## src/rtl/caliptra_apb_arbiter.sv

```systemverilog
// -----------------------------------------------------------------------------
// caliptra_apb_arbiter
//
// Two-master, one-slave APB arbiter on core_clk. Shares the Caliptra wrapper
// APB slave port between the host AXI-to-APB bridge (m0) and an FPGA-side
// register sequencer (m1). Grants are round-robin and held for one complete
// APB transfer; every transfer returns to IDLE before the next grant. The slave
// side is driven from registered copies of the winning master's request.
//
// Ports
//   core_clk, core_rst          clock, synchronous active-high reset
//   mN_psel/penable/pwrite      master N (0,1) control inputs
//   mN_paddr/pwdata/pprot/pauser master N request fields
//   mN_prdata/pready/pslverr    master N response (prdata/pslverr zero unless pready)
//   s_psel/penable/pwrite       slave control outputs
//   s_paddr/pwdata/pprot/pauser slave request fields (registered)
//   s_prdata/pready/pslverr     slave response inputs
//
// Configuration
//   CALIPTRA_APB_ARB_TIMEOUT_EN  when defined, an ACCESS phase lasting
//                                TIMEOUT_CYC cycles without s_pready is
//                                terminated with pslverr=1 and
//                                prdata=32'hDEAD_0A9B. When undefined, ACCESS
//                                waits on s_pready indefinitely.
// -----------------------------------------------------------------------------
module caliptra_apb_arbiter #(
   parameter int unsigned ADDR_W      = 32,
   parameter int unsigned DATA_W      = 32,
   parameter int unsigned USER_W      = 32,
   parameter int unsigned TIMEOUT_CYC = 1024
) (
   input  logic              core_clk,
   input  logic              core_rst,
   // master 0
   input  logic              m0_psel,
   input  logic              m0_penable,
   input  logic              m0_pwrite,
   input  logic [ADDR_W-1:0] m0_paddr,
   input  logic [DATA_W-1:0] m0_pwdata,
   input  logic [2:0]        m0_pprot,
   input  logic [USER_W-1:0] m0_pauser,
   output logic [DATA_W-1:0] m0_prdata,
   output logic              m0_pready,
   output logic              m0_pslverr,
   // master 1
   input  logic              m1_psel,
   input  logic              m1_penable,
   input  logic              m1_pwrite,
   input  logic [ADDR_W-1:0] m1_paddr,
   input  logic [DATA_W-1:0] m1_pwdata,
   input  logic [2:0]        m1_pprot,
   input  logic [USER_W-1:0] m1_pauser,
   output logic [DATA_W-1:0] m1_prdata,
   output logic              m1_pready,
   output logic              m1_pslverr,
   // slave
   output logic              s_psel,
   output logic              s_penable,
   output logic              s_pwrite,
   output logic [ADDR_W-1:0] s_paddr,
   output logic [DATA_W-1:0] s_pwdata,
   output logic [2:0]        s_pprot,
   output logic [USER_W-1:0] s_pauser,
   input  logic [DATA_W-1:0] s_prdata,
   input  logic              s_pready,
   input  logic              s_pslverr
);

   typedef enum logic [1:0] {
      StIdle,
      StSetup,
      StAccess,
      StResp
   } state_e;

   state_e            state_q, state_d;
   // Last winner; doubles as the owner of the transfer in flight.
   logic              rr_last_q, rr_last_d;
   logic              pwrite_q, pwrite_d;
   logic [ADDR_W-1:0] paddr_q, paddr_d;
   logic [DATA_W-1:0] pwdata_q, pwdata_d;
   logic [2:0]        pprot_q, pprot_d;
   logic [USER_W-1:0] pauser_q, pauser_d;
   logic [DATA_W-1:0] rdata_q, rdata_d;
   logic              err_q, err_d;

   logic              any_req;
   logic              winner;

   assign any_req = m0_psel | m1_psel;
   // Tie goes to whoever did not win last; otherwise the sole requester.
   assign winner  = (m0_psel & m1_psel) ? ~rr_last_q : m1_psel;

   // Master penable carries no extra information here: requests are taken from psel in IDLE.
   logic unused_master_penable;
   assign unused_master_penable = m0_penable ^ m1_penable;

`ifdef CALIPTRA_APB_ARB_TIMEOUT_EN
   localparam logic [DATA_W-1:0] TimeoutRdata = DATA_W'(32'hDEAD_0A9B);

   logic [15:0] cnt_q, cnt_d;
   logic        timeout_hit;

   // Hit on the TIMEOUT_CYC-th ACCESS cycle (counter starts at 0 on entry).
   assign timeout_hit = (32'(cnt_q) + 32'd1) >= 32'(TIMEOUT_CYC);
`else
   logic unused_timeout_cfg;
   assign unused_timeout_cfg = ^TIMEOUT_CYC;
`endif

   always_comb begin
      state_d   = state_q;
      rr_last_d = rr_last_q;
      pwrite_d  = pwrite_q;
      paddr_d   = paddr_q;
      pwdata_d  = pwdata_q;
      pprot_d   = pprot_q;
      pauser_d  = pauser_q;
      rdata_d   = rdata_q;
      err_d     = err_q;
`ifdef CALIPTRA_APB_ARB_TIMEOUT_EN
      cnt_d     = cnt_q;
`endif

      unique case (state_q)
         StIdle: begin
            if (any_req) begin
               rr_last_d = winner;
               pwrite_d  = winner ? m1_pwrite : m0_pwrite;
               paddr_d   = winner ? m1_paddr  : m0_paddr;
               pwdata_d  = winner ? m1_pwdata : m0_pwdata;
               pprot_d   = winner ? m1_pprot  : m0_pprot;
               pauser_d  = winner ? m1_pauser : m0_pauser;
               state_d   = StSetup;
            end
         end
         StSetup: begin
`ifdef CALIPTRA_APB_ARB_TIMEOUT_EN
            cnt_d   = '0;
`endif
            state_d = StAccess;
         end
         StAccess: begin
            if (s_pready) begin
               rdata_d = pwrite_q ? '0 : s_prdata;
               err_d   = s_pslverr;
               state_d = StResp;
            end
`ifdef CALIPTRA_APB_ARB_TIMEOUT_EN
            else if (timeout_hit) begin
               rdata_d = TimeoutRdata;
               err_d   = 1'b1;
               state_d = StResp;
            end else begin
               cnt_d = cnt_q + 16'd1;
            end
`endif
         end
         StResp: begin
            state_d = StIdle;
         end
         default: begin
            state_d = StIdle;
         end
      endcase
   end

   always_ff @(posedge core_clk) begin
      if (core_rst) begin
         state_q   <= StIdle;
         rr_last_q <= 1'b1;
         pwrite_q  <= 1'b0;
         paddr_q   <= '0;
         pwdata_q  <= '0;
         pprot_q   <= '0;
         pauser_q  <= '0;
         rdata_q   <= '0;
         err_q     <= 1'b0;
`ifdef CALIPTRA_APB_ARB_TIMEOUT_EN
         cnt_q     <= '0;
`endif
      end else begin
         state_q   <= state_d;
         rr_last_q <= rr_last_d;
         pwrite_q  <= pwrite_d;
         paddr_q   <= paddr_d;
         pwdata_q  <= pwdata_d;
         pprot_q   <= pprot_d;
         pauser_q  <= pauser_d;
         rdata_q   <= rdata_d;
         err_q     <= err_d;
`ifdef CALIPTRA_APB_ARB_TIMEOUT_EN
         cnt_q     <= cnt_d;
`endif
      end
   end

   // Slave side: control decoded from the state register, fields from the latched request.
   assign s_psel    = (state_q == StSetup) || (state_q == StAccess);
   assign s_penable = (state_q == StAccess);
   assign s_pwrite  = pwrite_q;
   assign s_paddr   = paddr_q;
   assign s_pwdata  = pwdata_q;
   assign s_pprot   = pprot_q;
   assign s_pauser  = pauser_q;

   // Master side: only the owner sees the RESP pulse; data/err are gated to zero otherwise.
   assign m0_pready  = (state_q == StResp) && !rr_last_q;
   assign m1_pready  = (state_q == StResp) &&  rr_last_q;
   assign m0_prdata  = m0_pready ? rdata_q : '0;
   assign m1_prdata  = m1_pready ? rdata_q : '0;
   assign m0_pslverr = m0_pready & err_q;
   assign m1_pslverr = m1_pready & err_q;

endmodule

```

## config.mk

```make
export PLATFORM = sky130hd
export DESIGN_NAME = caliptra_apb_arbiter
export DESIGN_NICKNAME = d
export VERILOG_FILES = /design/src/rtl/caliptra_apb_arbiter.sv
export SDC_FILE = /design/constraint.sdc
export NUM_CORES = 1
export LEC_CHECK = 0
export ABC_CLOCK_PERIOD_IN_PS = 1300
export CAP_MARGIN = 15
export CORE_AREA = 2 2 158 160
export CTS_BUF_LIST = sky130_fd_sc_hd__clkbuf_4
export DETAILED_ROUTE_END_ITERATION = 12
export DIE_AREA = 0 0 160 162
export MAX_ROUTING_LAYER = met4
export SLEW_MARGIN = 30
export SYNTH_ARGS = -nofsm -noshare
export SYNTH_HDL_FRONTEND = slang
export SYNTH_SLANG_ARGS = --single-unit
```

## constraint.sdc

```tcl
create_clock -name core_clk -period 1.3 [get_ports core_clk]
set_input_delay 0.13 -clock core_clk [delete_from_list [all_inputs] [get_ports core_clk]]
set_output_delay 0.13 -clock core_clk [all_outputs]
set_load 0.01 [all_outputs]
```

==> metrics <==
outcome=finished with violations; failing checks=negative setup slack; Post-Synth Adder-Cell Area=0.00586; measured slew at the worst slew-check pin=between 0.5 and 0.6 ns; Worst Setup End Kind=primary output; clock network power share=0.119; Yosys reg bits=around 140; hold depth=2; Synth Area in XOR/XNOR=0; # port buffers=between 400 and 500; # setup viols final=approximately 210; number of global-route vias before repair=just under 8000; Hold EP=rdata_q[24]; Tot GR Track Use=0.219; part of the cycle the worst path needs=1.52; Die Ht=approximately 160 um; unrepaired setup endpoints after global routing=yes; crit-path max cell delay=0.36 ns; combinational share of power=0.597; WL/cell=20.2 um; synth warn=0; CTS tree=built; I/O pin total=between 400 and 500; Synth Area in Simple Gates=0.312; gr ovfl total=0; cts bufs inserted=17; largest net degree at the start of global routing=slightly below 60; H-tree depth=4; Crit Path Category=register to primary output; Cell Area, Synth=6410 um^2; Die Width=approximately 160 um; initial antenna violation count=1; post-synthesis mux area share=0.00156; Seq pwr share=0.283; area of the die=roughly 26000 um^2; Tmin final=about 2 ns; Internal Dissipation=roughly 14 mW; Routed Antenna Nets=0; Net Sw Frac=0.391; worst setup margin=-0.675 ns; cell taking the most area after synthesis=dfxtp_1; DRT iter0 DRCs=about 440; global-route wire length before repair=43.3 mm; hold_sp=core_rst; Post-Synthesis Cells=807; reg2reg path depth=8; r2r setup slk=-0.48 ns; sequential area share after synthesis=0.425; RD Place Congestion=roughly 0.78; number of max-cap violations=0; pwr dens=approximately 1600 nW/um^2; largest family of logic cells by synthesized area=simple AND/OR/NAND/NOR gates; worst r2r dst=s_paddr[18]; clk root buf=clkbuf_4; worst r2r src=rr_last_q; CTS max path bufs=2; Leak=~6.4 nW; placed inst area=approximately 11000 um^2; clk_skew=0.0196 ns; Hold Buf Count CTS=0; worst-skew pair later-pin latency=between 0.5 and 0.6 ns; core box area=~24000 um^2; share of the synthesized area in the top cell type=0.425; total power=23.6 mW; 1st-pass router iterations=5; Switch Pwr=about 9.2 mW; library cells used by synthesis=23; vias per std cell=between 5 and 6; DR vias=approximately 8400; Synth Area in Compound Gates=0.171; CTS clk-pin slew, worst paths=~0.13 ns; Net Count, Synth=~1100; worst hold path class=primary input to register; fmax=0.506 GHz; Final Cell Area=between 10000 and 15000 um^2; clk sinks=between 100 and 150; top post-synthesis cells by area=dfxtp_1 42%, nand2_1 14%, a311oi_1 14%; critical path peak fanout=7; slowest stage cell on the critical path=dfxtp_2; final slew viol count=0; NumNets Final=between 1500 and 2000; starting density of the core=0.266; Critical Path Start Type=register; share of post-route cells with drive strength above 1=0.607; area grow syn2layout=132%; Slew HR=0.602; worst endpoint required time=around 1.2 ns; Critical Path AT=1.85 ns; Hold Fails Final Rpt=0; maximum vdd drop=between 900 and 1000 uV; hpwl dp=approximately 19 mm; DRC Markers=0; routed wire length=between 30 and 40 mm; syn_area_per_cell=roughly 7.9 um^2; FP Rows=57; Critical Path, Cell by Cell=ha_4, nor2b_4, buf_12, buf_8, buf_6, and2_1, buf_2
-- power by group through the flow --
stage               clock network, mW  logic [mW]  registers, mW
global placement                    0        9.10           6.35
global route                     3.09        14.8           6.85
finish                           2.82        14.1           6.68
detailed placement                  0        9.10           6.40
floorplan                           0        3.63           6.91
CTS                              2.92        12.3           6.61
-- repair_timing --
action | 4_1_cts | 5_1_grt
resized for setup | 936 | 427
gates cloned | 24 | 31
pin swaps | 103 | 238
endpoints found under the setup margin | 305 | 232
buffers inserted | 44 | 39
-- stage by stage --
stage	worst slack [ns]	utilization	setup TNS [ns]	instances	hold WS, ns
floorplan	-0.0215	-	-1.73	807	0.277
global placement	-0.508	0.464	-66.17	1518	0.447
detailed placement	-0.510	0.464	-70.32	1518	0.450
CTS	-0.724	0.527	-108.69	1616	0.0175
global route	-0.795	0.616	-101.23	1672	0.0452
finish	-0.675	0.616	-83.84	1672	0.114
-- critical path, delay by kind of cell (launching register included) --
family / cells / cell delay (ns)
adder cells (fa/ha/maj): 1 / 0.16
buffers and inverters: 4 / 0.51
flip-flops: 1 / 0.36
AND/OR/NAND/NOR: 2 / 0.28
-- area by class of cell --
class                      instances  area, um^2
antenna                            2        5.00
clock buffer                      19         143
clock inverter                    13         121
fill                            2024        9260
inverter                           2        12.5
multi-input combinational        586        4930
sequential                       136        2840
tap                              324         405
timing repair buffer             590        6390
-- cell families (layout without fill, tap and decap cells) --
family	Yosys count	after routing
flops	136	136
other cells	0	2
buf+inv	85	624
mux	1	1
fa+ha+maj	3	3
simple gates	442	442
compound gates	140	140
-- flip-flops by register name, indices dropped and copies added, names as in the netlist --
name and cells:
err_q 1, rdata_q 32, rr_last_q 1, s_paddr 32, s_pauser 32, s_pprot 3, s_pwdata 32, s_pwrite 1
state_q 2
-- metal layers --
layer  global-route usage  up-vias  share of wire
li1                     -     3888              -
met1                0.247     4047           0.39
met2                0.380      378           0.51
met3               0.0513       70          0.064
met4               0.0803        0          0.033
met5                    -        -              0
-- how the worst max path moves through the flow --
stage,slack [ns],to,from,cells after the start
after global placement,-0.51,s_paddr[6],m1_psel,5
after CTS,-0.72,m0_prdata[4],state_q[1],7
after detailed placement,-0.51,s_paddr[6],m1_psel,5
after floorplan,-0.02,s_paddr[10],state_q[1],7
final,-0.68,m0_prdata[7],state_q[1],7
after global routing,-0.79,m0_prdata[7],state_q[1],7
-- cells in the final DEF (no fill, tap or decap), types with 22 or more instances in the layout --
cell type,n
buf_4,39
a311oi_2,77
nand2_1,75
nand2_4,100
nand2_2,58
nor2_1,58
buf_6,77
buf_2,135
clkbuf_16,23
and3_1,22
a311oi_1,23
buf_12,46
clkdlybuf4s50_1,236
dfxtp_1,46
nand4b_1,32
dfxtp_2,89
nor2_2,40
-- synthesized netlist by cell type, drive strengths merged --
cell type / number
nand2: 234
dfxtp: 136
nor2: 103
a311oi: 100
buf: 43
clkbuf: 40
a21oi: 35
and2: 34
and3: 33
nand4b: 32
ha: 3
inv: 2
nand2b: 2
nor2b: 2
o21a: 2
a21bo: 1
a21boi: 1
a31oi: 1
mux2i: 1
nand3: 1
or2: 1
Note: power is estimated with default switching activity, not from simulation.
